## config.mk

```make
export PLATFORM = sky130hd
export DESIGN_NAME = router_fsm
export DESIGN_NICKNAME = d
export VERILOG_FILES = /design/src/rtl/router_pkg.sv /design/src/rtl/router_fsm.sv
export SDC_FILE = /design/constraint.sdc
export NUM_CORES = 1
export LEC_CHECK = 0
export ABC_AREA = 0
export CAP_MARGIN = 20
export CORE_MARGIN = 5
export CORE_UTILIZATION = 25
export CTS_BUF_LIST = sky130_fd_sc_hd__clkbuf_8
export CTS_CLUSTER_DIAMETER = 50
export CTS_CLUSTER_SIZE = 10
export DETAILED_ROUTE_END_ITERATION = 6
export GPL_TIMING_DRIVEN = 0
export PLACE_DENSITY = 0.64
export SLEW_MARGIN = 20
export SYNTH_ARGS = -nofsm -noshare
export SYNTH_HDL_FRONTEND = slang
export SYNTH_SLANG_ARGS = --single-unit
```

## constraint.sdc

```tcl
create_clock -name clk -period 1.8 [get_ports clk]
set_input_delay 0.27 -clock clk [delete_from_list [all_inputs] [get_ports clk]]
set_output_delay 0.27 -clock clk [all_outputs]
set_load 0.01 [all_outputs]
```

## src/rtl/router_pkg.sv

```systemverilog
// router_pkg: shared state type and destination address constants for the
// 1x3 router (router_fsm, synchronizer and register block).
package router_pkg;

   // 3-bit binary state encoding; DECODE_ADDRESS is the reset state (0).
   typedef enum logic [2:0] {
      DECODE_ADDRESS     = 3'd0,
      LOAD_FIRST_DATA    = 3'd1,
      LOAD_DATA          = 3'd2,
      LOAD_PARITY        = 3'd3,
      FIFO_FULL_STATE    = 3'd4,
      LOAD_AFTER_FULL    = 3'd5,
      WAIT_TILL_EMPTY    = 3'd6,
      CHECK_PARITY_ERROR = 3'd7
   } state_t;

   localparam logic [1:0] ADDR_0       = 2'b00;
   localparam logic [1:0] ADDR_1       = 2'b01;
   localparam logic [1:0] ADDR_2       = 2'b10;
   localparam logic [1:0] ADDR_INVALID = 2'b11;

endpackage

```

## src/rtl/router_fsm.sv

```systemverilog
// router_fsm: packet-sequencing controller for the 1x3 router.
// Ports:
//   clk, rstn                 clock, async active-low reset
//   pkt_valid, d_in[1:0]      input byte handshake and header address bits
//   fifo_full                 full flag of the selected FIFO
//   fifo_empty_0..2           empty flags of the three output FIFOs
//   soft_rst_0..2             per-port soft resets
//   parity_done, low_pkt_valid  status from the register block
//   det_addr, lfd_state, ld_state, laf_state, full_state,
//   write_enb_reg, rst_int_reg, busy   Moore-decoded control strobes
module router_fsm
   import router_pkg::*;
(
   input  logic       clk,
   input  logic       rstn,
   input  logic       pkt_valid,
   input  logic [1:0] d_in,
   input  logic       fifo_full,
   input  logic       fifo_empty_0,
   input  logic       fifo_empty_1,
   input  logic       fifo_empty_2,
   input  logic       soft_rst_0,
   input  logic       soft_rst_1,
   input  logic       soft_rst_2,
   input  logic       parity_done,
   input  logic       low_pkt_valid,
   output logic       det_addr,
   output logic       lfd_state,
   output logic       ld_state,
   output logic       laf_state,
   output logic       full_state,
   output logic       write_enb_reg,
   output logic       rst_int_reg,
   output logic       busy
);

   state_t     r_state;
   state_t     w_next;
   logic [1:0] r_addr;

   // Padded to 4 entries so address 3 indexes a constant 0.
   logic [3:0] w_empty;
   logic [3:0] w_soft;
   logic       w_soft_hit;

   assign w_empty    = {1'b0, fifo_empty_2, fifo_empty_1, fifo_empty_0};
   assign w_soft     = {1'b0, soft_rst_2, soft_rst_1, soft_rst_0};
   assign w_soft_hit = w_soft[r_addr];

   always_ff @(posedge clk or negedge rstn) begin
      if (!rstn) begin
         r_state <= DECODE_ADDRESS;
         r_addr  <= ADDR_0;
      end else begin
         r_state <= w_next;
         if (r_state == DECODE_ADDRESS && pkt_valid)
            r_addr <= d_in;
      end
   end

   always_comb begin
      w_next = r_state;
      case (r_state)
         DECODE_ADDRESS: begin
            if (pkt_valid && d_in != ADDR_INVALID)
               w_next = w_empty[d_in] ? LOAD_FIRST_DATA : WAIT_TILL_EMPTY;
         end
         WAIT_TILL_EMPTY: begin
            if (w_empty[r_addr])
               w_next = LOAD_FIRST_DATA;
         end
         LOAD_FIRST_DATA: w_next = LOAD_DATA;
         LOAD_DATA: begin
            if (fifo_full)
               w_next = FIFO_FULL_STATE;
            else if (!pkt_valid)
               w_next = LOAD_PARITY;
         end
         FIFO_FULL_STATE: begin
            if (!fifo_full)
               w_next = LOAD_AFTER_FULL;
         end
         LOAD_AFTER_FULL: begin
            if (parity_done)
               w_next = DECODE_ADDRESS;
            else if (low_pkt_valid)
               w_next = LOAD_PARITY;
            else
               w_next = LOAD_DATA;
         end
         LOAD_PARITY: w_next = CHECK_PARITY_ERROR;
         CHECK_PARITY_ERROR: begin
            w_next = fifo_full ? FIFO_FULL_STATE : DECODE_ADDRESS;
         end
         default: w_next = DECODE_ADDRESS;
      endcase
      // Soft reset of the port owning the current packet overrides everything.
      if (r_state != DECODE_ADDRESS && w_soft_hit)
         w_next = DECODE_ADDRESS;
   end

   assign det_addr      = (r_state == DECODE_ADDRESS);
   assign lfd_state     = (r_state == LOAD_FIRST_DATA);
   assign ld_state      = (r_state == LOAD_DATA);
   assign laf_state     = (r_state == LOAD_AFTER_FULL);
   assign full_state    = (r_state == FIFO_FULL_STATE);
   assign rst_int_reg   = (r_state == CHECK_PARITY_ERROR);
   assign write_enb_reg = (r_state == LOAD_DATA) || (r_state == LOAD_PARITY) ||
                          (r_state == LOAD_AFTER_FULL);
   assign busy          = (r_state != DECODE_ADDRESS) && (r_state != LOAD_DATA);

endmodule

```

Word-level counts from Yosys, hierarchy flattened. Cells that the tools add are included.

Flip-flop bits (word level): 5. Bits of input ports: 14. Output and inout bits: 8. Logic and storage cells: 43.

$lt $le $gt $ge: 2. Equal/unequal tests: 13. Muxes and demuxes: 17. Reduce and logical (&&, ||, !) cells: 9.

Operators with widths (number): 2-to-1 mux 3 bit (8); case mux 3 bit (8 select lines) (1); == test 3 bit, second input constant (4); binary-select mux 1 bit (select 2 bit) (3); == test 3 x 2 -> 1 bit, second input constant (2); less-than comparator 2 x 3 -> 1 bit, second input constant (2); inequality test 3 x 2 -> 1 bit, second input constant (2); logical AND 1 bit (4); 2-to-1 mux 1 bit (4); inequality test 4 x 3 -> 1 bit, second input constant (1); AND reduction 4 bit (1); == test 3 x 1 -> 1 bit, second input constant (1); zero test 3 bit (1); inequality test 3 x 1 -> 1 bit, second input constant (1); inequality test 3 bit, second input constant (1); nonzero test 3 bit (1); logical OR 1 bit (2); 2-to-1 mux 2 bit (1); inequality test 2 bit, second input constant (1).

Longest topological paths before layout. Gate-level depths: netlist (run 1).

Word-level depth: 6. Gate-level depth with buffers: 5. Gate-level depth less buffers: 4.

Least setup slack after synthesis (run 1). No wires, ideal clock.

Path type: register to register. From: reg r_state[1]. To: reg r_state[2]. Library setup time: 99 ps. Arrival time: 1268 ps. Data required time: 1701 ps. Setup slack: 432 ps. Cell stages (with the launch flop): 5. Path buffers: 0. Clock period less this slack: 1368 ps. Path through: dfrtp_1 -> nor3_2 -> o221a_2 -> a311oi_2 -> a311oi_1.

RTL lines: from (decl) (line router_fsm.sv:37) `state_t r_state;`; from (signal assigned) (line router_fsm.sv:55) `r_state <= w_next;`; zero test 3 bit (*); via det_addr (line router_fsm.sv:27) `output logic det_addr,`; case mux 3 bit (8 select lines) / inequality test 3 x 1 -> 1 bit (equally long branches); 2-to-1 mux 3 bit / AND reduction 4 bit (equally long branches).

Mark *: on every way through the listed nets, which the timed path passes. The rest lies on a longest branch. A chain may end at the register's enable or synchronous reset.

Worst setup path after layout (run 1).
From: reg r_state[2]. To: out det_addr.

Cells in the longest elaborated chain, start to end: 1.

Ends and longest elaborated chain: zero test 3 bit (line router_fsm.sv:102) `assign det_addr = (r_state == DECODE_ADDRESS);`; to (decl) (line router_fsm.sv:27).

Every way passes these cells.

==> results of run 1 <==
## cells by family (layout without fill, tap and decap cells)
group | Yosys count | after routing | share of synthesized area
adder cells (fa/ha/maj) | 1 | 1 | 0.0207
multiplexers | 7 | 7 | 0.150
AND/OR/NAND/NOR | 23 | 23 | 0.266
flip-flops | 5 | 5 | 0.258
buffers and inverters | 5 | 32 | 0.0517
AO/OA/AOI/OAI | 15 | 15 | 0.253
## power groups by stage
stage	Clock [uW]	Sequential, uW	Combinational, uW
after detailed placement	0	231	779
after floorplan	0	214	511
after CTS	206	244	822
after global placement	0	229	777
final	201	249	837
after global routing	212	258	917
## layout make-up
type,instances,share of cell area
multi-input combinational,46,0.423
timing repair buffer,23,0.277
sequential,5,0.154
clock buffer,3,0.0502
buffer,3,0.0411
tap,27,0.0411
inverter,2,0.00913
clock inverter,1,0.00457
## cell usage in the layout, fill, tap and decap left out, types with 3 or more instances in the layout
cell type        netlist  routed
nand2_1                5       5
clkbuf_8               0       3
dlymetal6s2s_1         0       3
clkdlybuf4s50_1        0      14
dlygate4sd2_1          0       4
mux2i_1                5       5
and2_1                 3       3
buf_6                  0       3
nor2_1                 5       4
dfrtp_1                5       4
## sequential cells by signal, indices dropped and copies added (netlist names)
name	count
r_addr	2
r_state	3
## per-layer routing
layer,wire length [um],up-vias,part of all wire
met5,0,-,0
li1,-,264,-
met4,19,0,0.013
met3,136,2,0.094
met2,675,20,0.47
met1,609,243,0.42
## worst max-delay path: stages, from the launching register on
cell             delay [ns]
dfrtp_1                0.41
nor3_4                 0.22
clkdlybuf4s50_1        0.56
## what timing repair did
item,4_1_cts,5_1_grt
gates resized for setup,11,5
endpoints found under the setup margin,8,3
buffers inserted,1,1
pin swaps,1,1
endpoints found under the hold margin,0,0
## path summary, 6_finish.rpt
| check | endpoint | slack [ns] | cells after the start |
|---|---|---|---|
| worst max-delay path | det_addr | 0.12 | 2 |
| worst min-delay path | r_addr[1] | 0.26 | 1 |
| worst max register to register | r_state[0] | 0.34 | 5 |
| worst min register to register | r_addr[0] | 0.63 | 1 |
| max in group asynchronous | r_state[1] | 1.33 | 1 |
| min in group clk | r_addr[0] | 0.63 | 1 |
## stage by stage
step	setup TNS [ns]	cells	power (uW)	cell area [um^2]
final	0	110	1290	822
after global routing	0	110	1390	822
after CTS	-0.0165	109	1270	802
after detailed placement	-0.0433	104	1010	728
after global placement	-0.0340	104	1010	728
after floorplan	0	56	725	484
==> flow_summary_export.csv, run 1 <==
group,metric,value,unit
hold_path,hold_path.class,"primary input to async pin",
detailed_routing,antenna_left,0,
layout,fin_util,0.432,
placed_design,dp_slack,-0.0433,ns
clocking,cts.htree.levels,1,
grt,antenna_found_initial,0,
critical_path,arrival,1.41,ns
clocking,cts_root_buf,"clkbuf_8",
detailed_routing,wirelength,1440,um
layout,fillers,202,
placed_design,dp_hpwl,1030,um
yosys,synth_top_cell_by_area,"dfrtp_1",
placed_design,io_buffers,21,
layout,syn2layout_area_growth,69.8,%
grt,grtUsageMet1,0.124,
floorplanning,die_y,54.0,um
clocking,clock_path_buffers,2,
grt,grt_pass1_vias,490,
timing,fmax,597,MHz
yosys,async_flop_share,1.00,
yosys,synth-edff-count,0,
grt,grt_overflow,0,
clocking,tritoncts,"done",
yosys,synth_nets,70,
critical_path,cp.required,1.53,ns
grt,grtUsageTotal,0.105,
timing,slew_headroom,0.778,
floorplanning,fp.dieArea,2920,um^2
timing,rsz0062_at_grt,"false",
pwr,powerDensity,1570,nW/um^2
timing,tightest_slew,0.329,ns
detailed_routing,vias_per_cell,4.81,
pwr,irDropWorstVdd,0.652,mV
placed_design,place.gp.congestion,0.764,
clocking,clkSlewWorstSetupHoldPaths,0.04,ns
status,status,"finished, final reports clean",
grt,grtUsageMet3,0.0360,
pwr,internal_power,763,uW
critical_path,critPathCaptureType,"output port",
yosys,synth_top_area_share,0.258,
layout,n_antenna_cell,0,
timing,final-setup-viol-count,0,
grt,grtUsageMet2,0.169,
layout,register_area,126,um^2
timing,maxSlewViolCount,0,
critical_path,crit_start,"r_state[2]",
timing,worst_slack,0.124,ns
timing,fin_crit_sh,0.931,
yosys,synth.area.top_cells,"dfrtp_1 (26%), mux2i_1 (10%), mux2_2 (4.7%)",
yosys,ys_seq_elements,5,
detailed_routing,route.detailed.drc,0,
layout,nets,98,
floorplanning,row_count,16,
clocking,cts_buffers,3,
timing,timing.hold.ws,0.264,ns
clocking,holdBufCountCts,0,
grt,busiest_layer,"met2",
yosys,syn_area,484,um^2
floorplanning,core_area,1900,um^2
floorplanning,start_util,0.255,
grt,grt_max_degree,11,
clocking,insertion_delay,0.22,ns
critical_path,r2r_start,"r_state[2]",
detailed_routing,via_count,529,
yosys,synthFlopType,"dfrtp_1",
pwr,p_sw,524,uW
floorplanning,io_pins,22,
yosys,synth_seq_area_share,0.258,
pwr,p_seq_frac,0.193,
timing,finClkSkew,0.00250,ns
detailed_routing,routedWlPerCell,13.1,um
pwr,p_clk_frac,0.156,
pwr,power_leakage,0.000388,uW
detailed_routing,first_iter_violations,18,
clocking,cts.sinks,5,
layout,drive_gt1_frac,0.205,
detailed_routing,drt_first_pass_iters,4,
timing,fin_crit,1.68,ns
critical_path,critPathMaxFanout,2,
yosys,yosys_warnings,0,
yosys,netlist_instances,56,
pwr,swShare,0.407,
pwr,p_comb_frac,0.650,
yosys,ys_top_cells_by_count,"dfrtp_1 (5), mux2i_1 (5), nand2_1 (5), nor2_1 (5), and2_1 (3)",
floorplanning,dieWidth,54.0,um
yosys,synth_cell_types,31,
critical_path,cp-start-kind,"flip-flop",
layout,multi_input_area,348,um^2
yosys,post_synth.cell_area_avg,8.65,um^2
job,cap_violations,0,
grt,grt_pass1_wl,2130,um
critical_path,critPathKind,"flip-flop to output port",
timing,hold_viol,0,
Power figures use the tool's default switching activity.
==> run 2: changes to the inputs <==
--- a/config.mk
+++ b/config.mk
@@ -5,7 +5,6 @@
 export SDC_FILE = /design/constraint.sdc
 export NUM_CORES = 1
 export LEC_CHECK = 0
-export ABC_AREA = 0
 export CAP_MARGIN = 20
 export CORE_MARGIN = 5
 export CORE_UTILIZATION = 25
==> results of run 2 <==
The final DEF is identical to that of run 1; final timing and power are the same.
==> run 3: changes to the inputs <==
--- a/config.mk
+++ b/config.mk
@@ -14,6 +14,7 @@
 export DETAILED_ROUTE_END_ITERATION = 6
 export GPL_TIMING_DRIVEN = 0
 export PLACE_DENSITY = 0.64
+export SKIP_LAST_GASP = 1
 export SLEW_MARGIN = 20
 export SYNTH_ARGS = -nofsm -noshare
 export SYNTH_HDL_FRONTEND = slang
==> flow_summary_export.csv, run 3 (synthesis gave the netlist of run 1 again) <==
group,metric,value,unit
pwr,power_leakage,0.000374,uW
critical_path,crit_start,"r_state[2]",
timing,maxSlewViolCount,0,
floorplanning,io_pins,22,
placed_design,place.gp.congestion,0.764,
grt,grt_max_degree,11,
detailed_routing,wirelength,1420,um
timing,tightest_slew,0.335,ns
layout,final_area,821,um^2
placed_design,io_buffers,21,
timing,finClkSkew,0.00250,ns
layout,reg.largest.list,"r_state: 3 flops, r_addr: 2 flops",
layout,layout_common_cells,"clkdlybuf4s50_1 (16), nand2_1 (5), mux2i_1 (5)",
critical_path,critPathCaptureType,"output port",
floorplanning,dieWidth,54.0,um
timing,tns,0,ns
timing,fmax,570,MHz
floorplanning,die_y,54.0,um
layout,nets,98,
clocking,holdBufCountCts,0,
detailed_routing,antenna_left,0,
floorplanning,fp.dieArea,2920,um^2
pwr,irDropWorstVdd,0.651,mV
layout,layout_commonest_cell,"clkdlybuf4s50_1",
floorplanning,row_count,16,
placed_design,dpl_cell_area,728,um^2
clocking,tritoncts,"done",
layout,fin_util,0.432,
detailed_routing,drt_first_pass_iters,4,
critical_path,r2r_start,"r_state[2]",
clocking,cts.sinks,5,
detailed_routing,routedWlPerCell,12.9,um
clocking,cts.htree.levels,1,
status,status,"finished, final reports clean",
pwr,powerDensity,1570,nW/um^2
layout,syn2layout_area_growth,69.5,%
layout,instances_no_fill,110,
detailed_routing,vias_per_cell,4.95,
layout,drive_gt1_frac,0.205,
timing,fin_crit_sh,0.975,
grt,grt_pass1_wl,2100,um
layout,n_antenna_cell,0,
grt,grtUsageTotal,0.104,
critical_path,cp.required,1.53,ns
timing,timing.hold.ws,0.264,ns
job,cap_violations,0,
clocking,cts_root_buf,"clkbuf_8",
floorplanning,core_area,1900,um^2
critical_path,arrival,1.49,ns
detailed_routing,via_count,544,
timing,final-setup-viol-count,0,
detailed_routing,first_iter_violations,24,
grt,antenna_found_initial,0,
grt,grt_pass1_vias,483,
layout,top_register,"r_state",
floorplanning,start_util,0.255,
detailed_routing,route.detailed.drc,0,
timing,fin_crit,1.76,ns
placed_design,dp_hpwl,1030,um
critical_path,critPathMaxFanout,10,
grt,grt_overflow,0,
timing,slew_headroom,0.774,
clocking,clock_path_buffers,2,
critical_path,cp-start-kind,"flip-flop",
clocking,cts_buffers,3,
hold_path,hold_path.class,"primary input to async pin",
layout,largest_register_ffs,3,
placed_design,post-place-cells,104,
clocking,insertion_delay,0.22,ns
timing,hold_viol,0,
critical_path,critPathKind,"flip-flop to output port",
clocking,clkSlewWorstSetupHoldPaths,0.04,ns
-- run 3: cell count changes in the layout (fill, tap and decap cells not counted), sizes merged --
| cell | delta |
|---|---|
| dlygate4sd2 | -1 |
| dlymetal6s2s | -1 |
| clkdlybuf4s50 | +2 |
-- run 3: what timing repair did --
| action | 4_1_cts | 5_1_grt |
|---|---|---|
| buffers inserted | 1 | 1 |
| endpoints found under the setup margin | 8 | 4 |
| resized for setup | 9 | 5 |
| pin swaps | 1 | 1 |
-- run 3: worst paths after layout --
path / endpoint / slack [ns] / cells after the start
max: rst_int_reg / 0.04 / 3
min: r_addr[1] / 0.26 / 1
max reg2reg: r_state[0] / 0.33 / 5
min reg2reg: r_addr[0] / 0.63 / 1
max in group asynchronous: r_state[1] / 1.33 / 1
min in group clk: r_addr[0] / 0.63 / 1
-- run 3: cell type report --
type                            count  area, um^2
Multi-Input combinational cell     46         348
Clock buffer                        3        41.3
Buffer                              3        33.8
Timing Repair Buffer               23         226
Sequential cell                     5         126
Tap cell                           27        33.8
Inverter                            2        7.51
Clock inverter                      1        3.75
Fill cell                         198        1080
-- run 3: per-layer routing --
metal	vias up	global-route usage	wire (um)
met5	-	0	0
met4	0	0.0498	19
met3	2	0.0360	163
met2	31	0.163	661
met1	247	0.125	579
li1	264	-	-
-- run 3: power by group --
group	total, uW	switching, uW	internal (uW)
Combinational	844	391	453
Sequential	248	76.1	172
Clock	201	54.9	146
Total	1290	522	771
-- run 3: critical path, cell delays in order, from the launching register on --
cell             delay (ns)
dfrtp_1                0.40
buf_6                  0.17
and3_1                 0.16
clkdlybuf4s50_1        0.54
-- run 3: per-stage QoR --
step                      total power, uW  setup slack (ns)
final                                1290            0.0450
after global routing                 1400          -0.00376
after CTS                            1260           -0.0781
after detailed placement             1010           -0.0433
after global placement               1010           -0.0340
after floorplan                       725             0.432
==> patch 1: new RTL, flow settings as in run 2 <==
Encoding of `state_t`: now one-hot (8 bits for 8 states).
--- a/src/rtl/router_pkg.sv
+++ b/src/rtl/router_pkg.sv
@@ -5,11 +5,11 @@
    // 3-bit binary state encoding; DECODE_ADDRESS is the reset state (0).
-   typedef enum logic [2:0] {
-      DECODE_ADDRESS     = 3'd0,
-      LOAD_FIRST_DATA    = 3'd1,
-      LOAD_DATA          = 3'd2,
-      LOAD_PARITY        = 3'd3,
-      FIFO_FULL_STATE    = 3'd4,
-      LOAD_AFTER_FULL    = 3'd5,
-      WAIT_TILL_EMPTY    = 3'd6,
-      CHECK_PARITY_ERROR = 3'd7
+   typedef enum logic [7:0] {
+      DECODE_ADDRESS     = 8'b00000001,
+      LOAD_FIRST_DATA    = 8'b00000010,
+      LOAD_DATA          = 8'b00000100,
+      LOAD_PARITY        = 8'b00001000,
+      FIFO_FULL_STATE    = 8'b00010000,
+      LOAD_AFTER_FULL    = 8'b00100000,
+      WAIT_TILL_EMPTY    = 8'b01000000,
+      CHECK_PARITY_ERROR = 8'b10000000
    } state_t;
Formal check against the unedited RTL: no difference found for any inputs over 10 cycles, from zero or initial values and one cycle with rstn low; not proved beyond that.
==> patch 1 against run 2 <==
The run now ends with negative setup slack left; routed wire length grew 95%; synthesized area grew 57%; via count grew 76%; worst setup slack lost 300 ps; utilization grew 5.3 points; critical path depth grew 6; clock power grew 44%; final area grew 76%; sequential cell count grew 5; first-iteration DRC count grew 56%; combinational power grew 36%; power grew 40%; critical endpoint is now r_state[0].
==> patch 1: results (changes against run 2) <==
{| class="wikitable"
! Metric !! Value
|-
| Placed cell areas || 1010 sq um (+39%)
|-
| Fill count || 268 (+33%)
|-
| Power in combinational cells || 1140 uW (+36%)
|-
| Final clock skew || 5.63 ps (+3.13 ps)
|-
| Clock distribution power || 290 uW (+44%)
|-
| CP max stage delay || 500 ps (-60 ps)
|-
| Worst reg2reg path endpoint || r_state[0]
|-
| Fraction of area in registers || 17.8% (+2.5 points)
|-
| Clk cell area share || 3.81% (-1.7 points)
|-
| Violated checks || negative setup slack
|-
| Fraction of post-synthesis cell area in the top cell type by area || 29.6% (+3.7 points)
|-
| Reg2reg path depth || 8 (+3)
|-
| Dpl hpwl || 1680 um (+64%)
|-
| Flip-flop count of the largest register after layout || 8 (+5)
|-
| First DRT Iteration DRCs || 28 (+10)
|-
| Post-Place Cells || 137 (+32%)
|-
| Synth cell types || 40 (+29%)
|-
| Post-DR wirelength/cell || 15.8 um (+20%)
|-
| Multi-input gate area || 578 sq um (+66%)
|-
| Number of multi-input logic gates || 67 (+46%)
|-
| Sum of negative setup slack || -1190 ps (-1190 ps)
|-
| Share of synthesized area occupied by flip-flops and latches || 33.0% (+7.2 points)
|-
| Registers with the most flip-flops || r_state (8), r_addr (2)
|-
| Critical path arrival || 2140 ps (+730 ps)
|-
| Fraction of final layout cells with drive strength greater than 1 || 54.5% (+34 points)
|-
| Run status || finished with violations
|-
| Detail-routed via count per cell || 5.23 (+8.8%)
|-
| Leakage Power || 0.000659 uW (+70%)
|-
| Portion of the layout cell area used by non-clock buffers || 33.9% (+2.1 points)
|-
| Via count || 931 (+76%)
|-
| Top cells by count, synth || 10 x nor2_1, 9 x dfrtp_1, 6 x nor3_1
|-
| Syn nets || 97 (+39%)
|-
| Die outline area || 4250 sq um (+46%)
|-
| First-pass GRT wire length || 4330 um (+100%)
|-
| Insertion delay to the later sink of the worst-skew pair || 240 ps (+20 ps)
|-
| Worst path slowest cell || or4_4
|-
| Worst-case setup margin in the final layout || -176 ps (-300 ps)
|-
| Number of instances in the synthesized netlist || 83 (+48%)
|-
| Total routing usage reported by global routing || 12.9% (+2.4 points)
|-
| Final Net Count || 160 (+63%)
|-
| Count of plain and timing-repair buffers || 58 (+120%)
|-
| Final setup viols || 13 (+13)
|-
| Placer's final routability congestion estimate || 0.852 (+12%)
|-
| Clock net sink count || 10 (+5)
|}
-- patch 1: cell count changes after synthesis, sizes merged, moves of 3 or more --
| cell | run 2 | this run |
|---|---|---|
| nand2b | 1 | 4 |
| dfrtp | 5 | 9 |
| nor3 | 2 | 8 |
| buf | 3 | 0 |
| nor2 | 5 | 10 |
| inv | 2 | 6 |
-- patch 1: what timing repair did --
item,CTS,global route
endpoints found under the setup margin,13,16
gates resized for setup,44,19
pin swaps,7,14
setup buffers,26,11
-- patch 1: critical path: cells and delay by family, from the launching register on --
kind,cells,cell delay [ps]
DFF,1,430
buffers and inverters,3,370
and+or+nand+nor,4,960
AOI/OAI and AO/OA,1,140
-- patch 1: stage by stage --
step                utilization (%)  hold WS, ps  worst slack [ps]  power, uW
detailed placement             34.0          550              -352       1060
global placement               34.0          540              -337       1060
global route                   48.5          377              -225       1920
finish                         48.5          353              -176       1810
floorplan                         -        -25.6              33.4        842
CTS                            43.7          375              -134       1580
-- patch 1: per-layer routing --
metal  track usage, %  share of wire, %
met4             4.66               2.0
met1             14.0                38
met5                0                 0
met3             2.74               6.5
met2             24.4                53
-- patch 1: cells by family (layout without fill, tap and decap cells) --
group | after synthesis | after routing | share of synthesized area (%)
compound gates | 17 | 17 | 17.9
xor+xnor | 2 | 2 | 2.30
buf+inv | 6 | 68 | 2.96
flops | 10 | 10 | 33.0
mux | 6 | 6 | 8.21
simple gates | 42 | 42 | 35.6
-- patch 1: how the worst max path moves through the flow --
stage	startpoint	slack, ps	end
CTS	r_state[2]	-130	r_state[0]
global route	r_state[3]	-220	r_state[5]
global placement	r_state[3]	-340	ld_state
finish	r_state[2]	-180	r_state[0]
detailed placement	r_state[3]	-350	ld_state
floorplan	r_state[3]	30	r_state[5]
==> patch 2: new RTL, settings of run 2 <==
Without the edit above. Make the reset (`rstn`) synchronous in one clocked block. Comments in the files are not updated.
--- a/src/rtl/router_fsm.sv
+++ b/src/rtl/router_fsm.sv
@@ -49,3 +49,3 @@
 
-   always_ff @(posedge clk or negedge rstn) begin
+   always_ff @(posedge clk) begin
       if (!rstn) begin
Check against the original RTL: differs if rstn is asserted again (counterexample within 4 cycles, from zero or initial values and one cycle with rstn low); with rstn held inactive, the same outputs for 10 cycles.
==> patch 2 against run 2 <==
First-iteration DRC count fell by 78%; clock skew fell by 1.1 ps; routed wire length fell by 2.6%; worst hold slack improved by 280 ps; synthesized area up 0.52%; sequential cell count is the same; power decreased by 15%; sequential power shrank 16%; final area down 4.7%; via count grew 3.2%; worst setup slack worse by 110 ps.
==> patch 2: results (changes against run 2) <==
{| class="wikitable"
! Metric !! Value
|-
| Run status || completed
|-
| Syn nets || 76 (+8.6%)
|-
| Total routing usage reported by global routing || 10.3% (-0.18 points)
|-
| Synth cell types || 34 (+9.7%)
|-
| Critical path arrival || 1510 ps (+100 ps)
|-
| Count of warnings emitted by yosys || 0 (unchanged)
|-
| CP max stage delay || 540 ps (-20 ps)
|-
| Proportion of register bits with asynchronous set or reset after synthesis || 0% (-100 points)
|-
| Met1 global-route usage || 11.1% (-1.3 points)
|-
| Via count of the first global-routing pass || 533 (+8.8%)
|-
| First DRT Iteration DRCs || 4 (-14)
|-
| Largest fanout of any net on the critical path || 10 (+8)
|-
| Number of buffers created by CTS || 3 (unchanged)
|-
| Worst rel slew slack || 76.3% (-1.5 points)
|-
| First-pass GRT wire length || 2140 um (+0.33%)
|-
| PostCTS Resize Cnt || 9 (-2)
|-
| Top cells by count, synth || 6 x nand2_1, 5 x dfxtp_1
|-
| TritonRoute pass-1 iters || 3 (-1)
|-
| Reg2reg path depth || 4 (-1)
|-
| Path class of the lowest-slack min-delay path || flip-flop to flip-flop
|-
| Post-DR wirelength/cell || 12.3 um (-6.1%)
|-
| Most area-consuming cells after synthesis || dfxtp_1 21%, mux2i_1 6.2%, nand2_1 4.6%
|-
| Final Net Count || 102 (+4.1%)
|-
| Via count || 546 (+3.2%)
|-
| Worst reg2reg path endpoint || r_state[1]
|-
| Leakage Power || 0.000333 uW (-14%)
|-
| # Post-CTS Setup Buffers || 0 (-1)
|-
| Final clock skew || 1.37 ps (-1.13 ps)
|-
| Dpl hpwl || 1090 um (+6.8%)
|-
| Detail-routed via count per cell || 4.79 (-0.41%)
|-
| Worst reg2reg setup slack || 450 ps (+110 ps)
|-
| Fraction of final layout cells with drive strength greater than 1 || 13.8% (-6.7 points)
|-
| Placed cell areas || 731 sq um (+0.34%)
|-
| Placer's final routability congestion estimate || 0.740 (-3.1%)
|-
| Met2 track utilization from global routing || 17.3% (+0.40 points)
|-
| Worst reg2reg path startpoint || r_state[1]
|-
| Share of synthesized area occupied by flip-flops and latches || 20.6% (-5.3 points)
|-
| M1 wire length || 634 um (+4.1%)
|-
| Largest vdd supply drop || 503 uV (-23%)
|-
| Post-Place Cells || 110 (+5.8%)
|}
==> patch 2: cell count changes after synthesis, sizes merged, moves of 2 or more <==
cell,change
mux2,-2
a21boi,+2
mux2i,-2
dfrtp,-5
a31oi,-2
nor2,-2
dfxtp,+5
a21oi,+2
nand2b,+2
a211oi,+3
==> patch 2: cell families after synthesis <==
kind of cell    share of synthesized area (%)
compound gates                           28.3
buf+inv                                  5.91
flops                                    20.6
mux                                      6.17
simple gates                             39.1
==> patch 2: metrics by stage <==
step	setup slack [ps]	utilization, %
4_1_cts	10.9	41.1
5_1_grt	-45.1	41.2
6_report	18.5	41.2
3_3_place_gp	-4.87	38.4
2_1_floorplan	507	-
3_5_place_dp	-32.3	38.4
==> patch 2: final cells by class <==
class | instances | area, sq um
fill | 204 | 1120
multi-input combinational | 52 | 360
timing repair buffer | 21 | 208
sequential | 5 | 103
clock buffer | 3 | 41.3
tap | 27 | 33.8
buffer | 3 | 26.3
inverter | 2 | 7.51
clock inverter | 1 | 3.75
==> patch 2: power by group through the flow <==
stage                     Combinational, uW  Clock [uW]  Sequential (uW)
after floorplan                         448           0              186
after global placement                  697           0              199
after detailed placement                702           0              201
after CTS                               694         215              207
after global routing                    749         224              214
final                                   684         207              209
==> patch 2: worst min path at each step <==
stage                     depth (start not counted)        end  slack, ps      start
after detailed placement                          2  r_addr[0]        540  r_addr[0]
final                                             2  r_addr[1]        540  r_addr[1]
after global routing                              2  r_addr[0]        570  r_addr[0]
after floorplan                                   1  r_addr[0]        420       rstn
after global placement                            2  r_addr[1]        530  r_addr[1]
after CTS                                         2  r_addr[0]        540  r_addr[0]
==> patch 2: worst min-delay path, stage by stage, from the launching register on <==
cell and delay [ps]:
dfxtp_1 350, nand2_1 70, a21boi_0 70
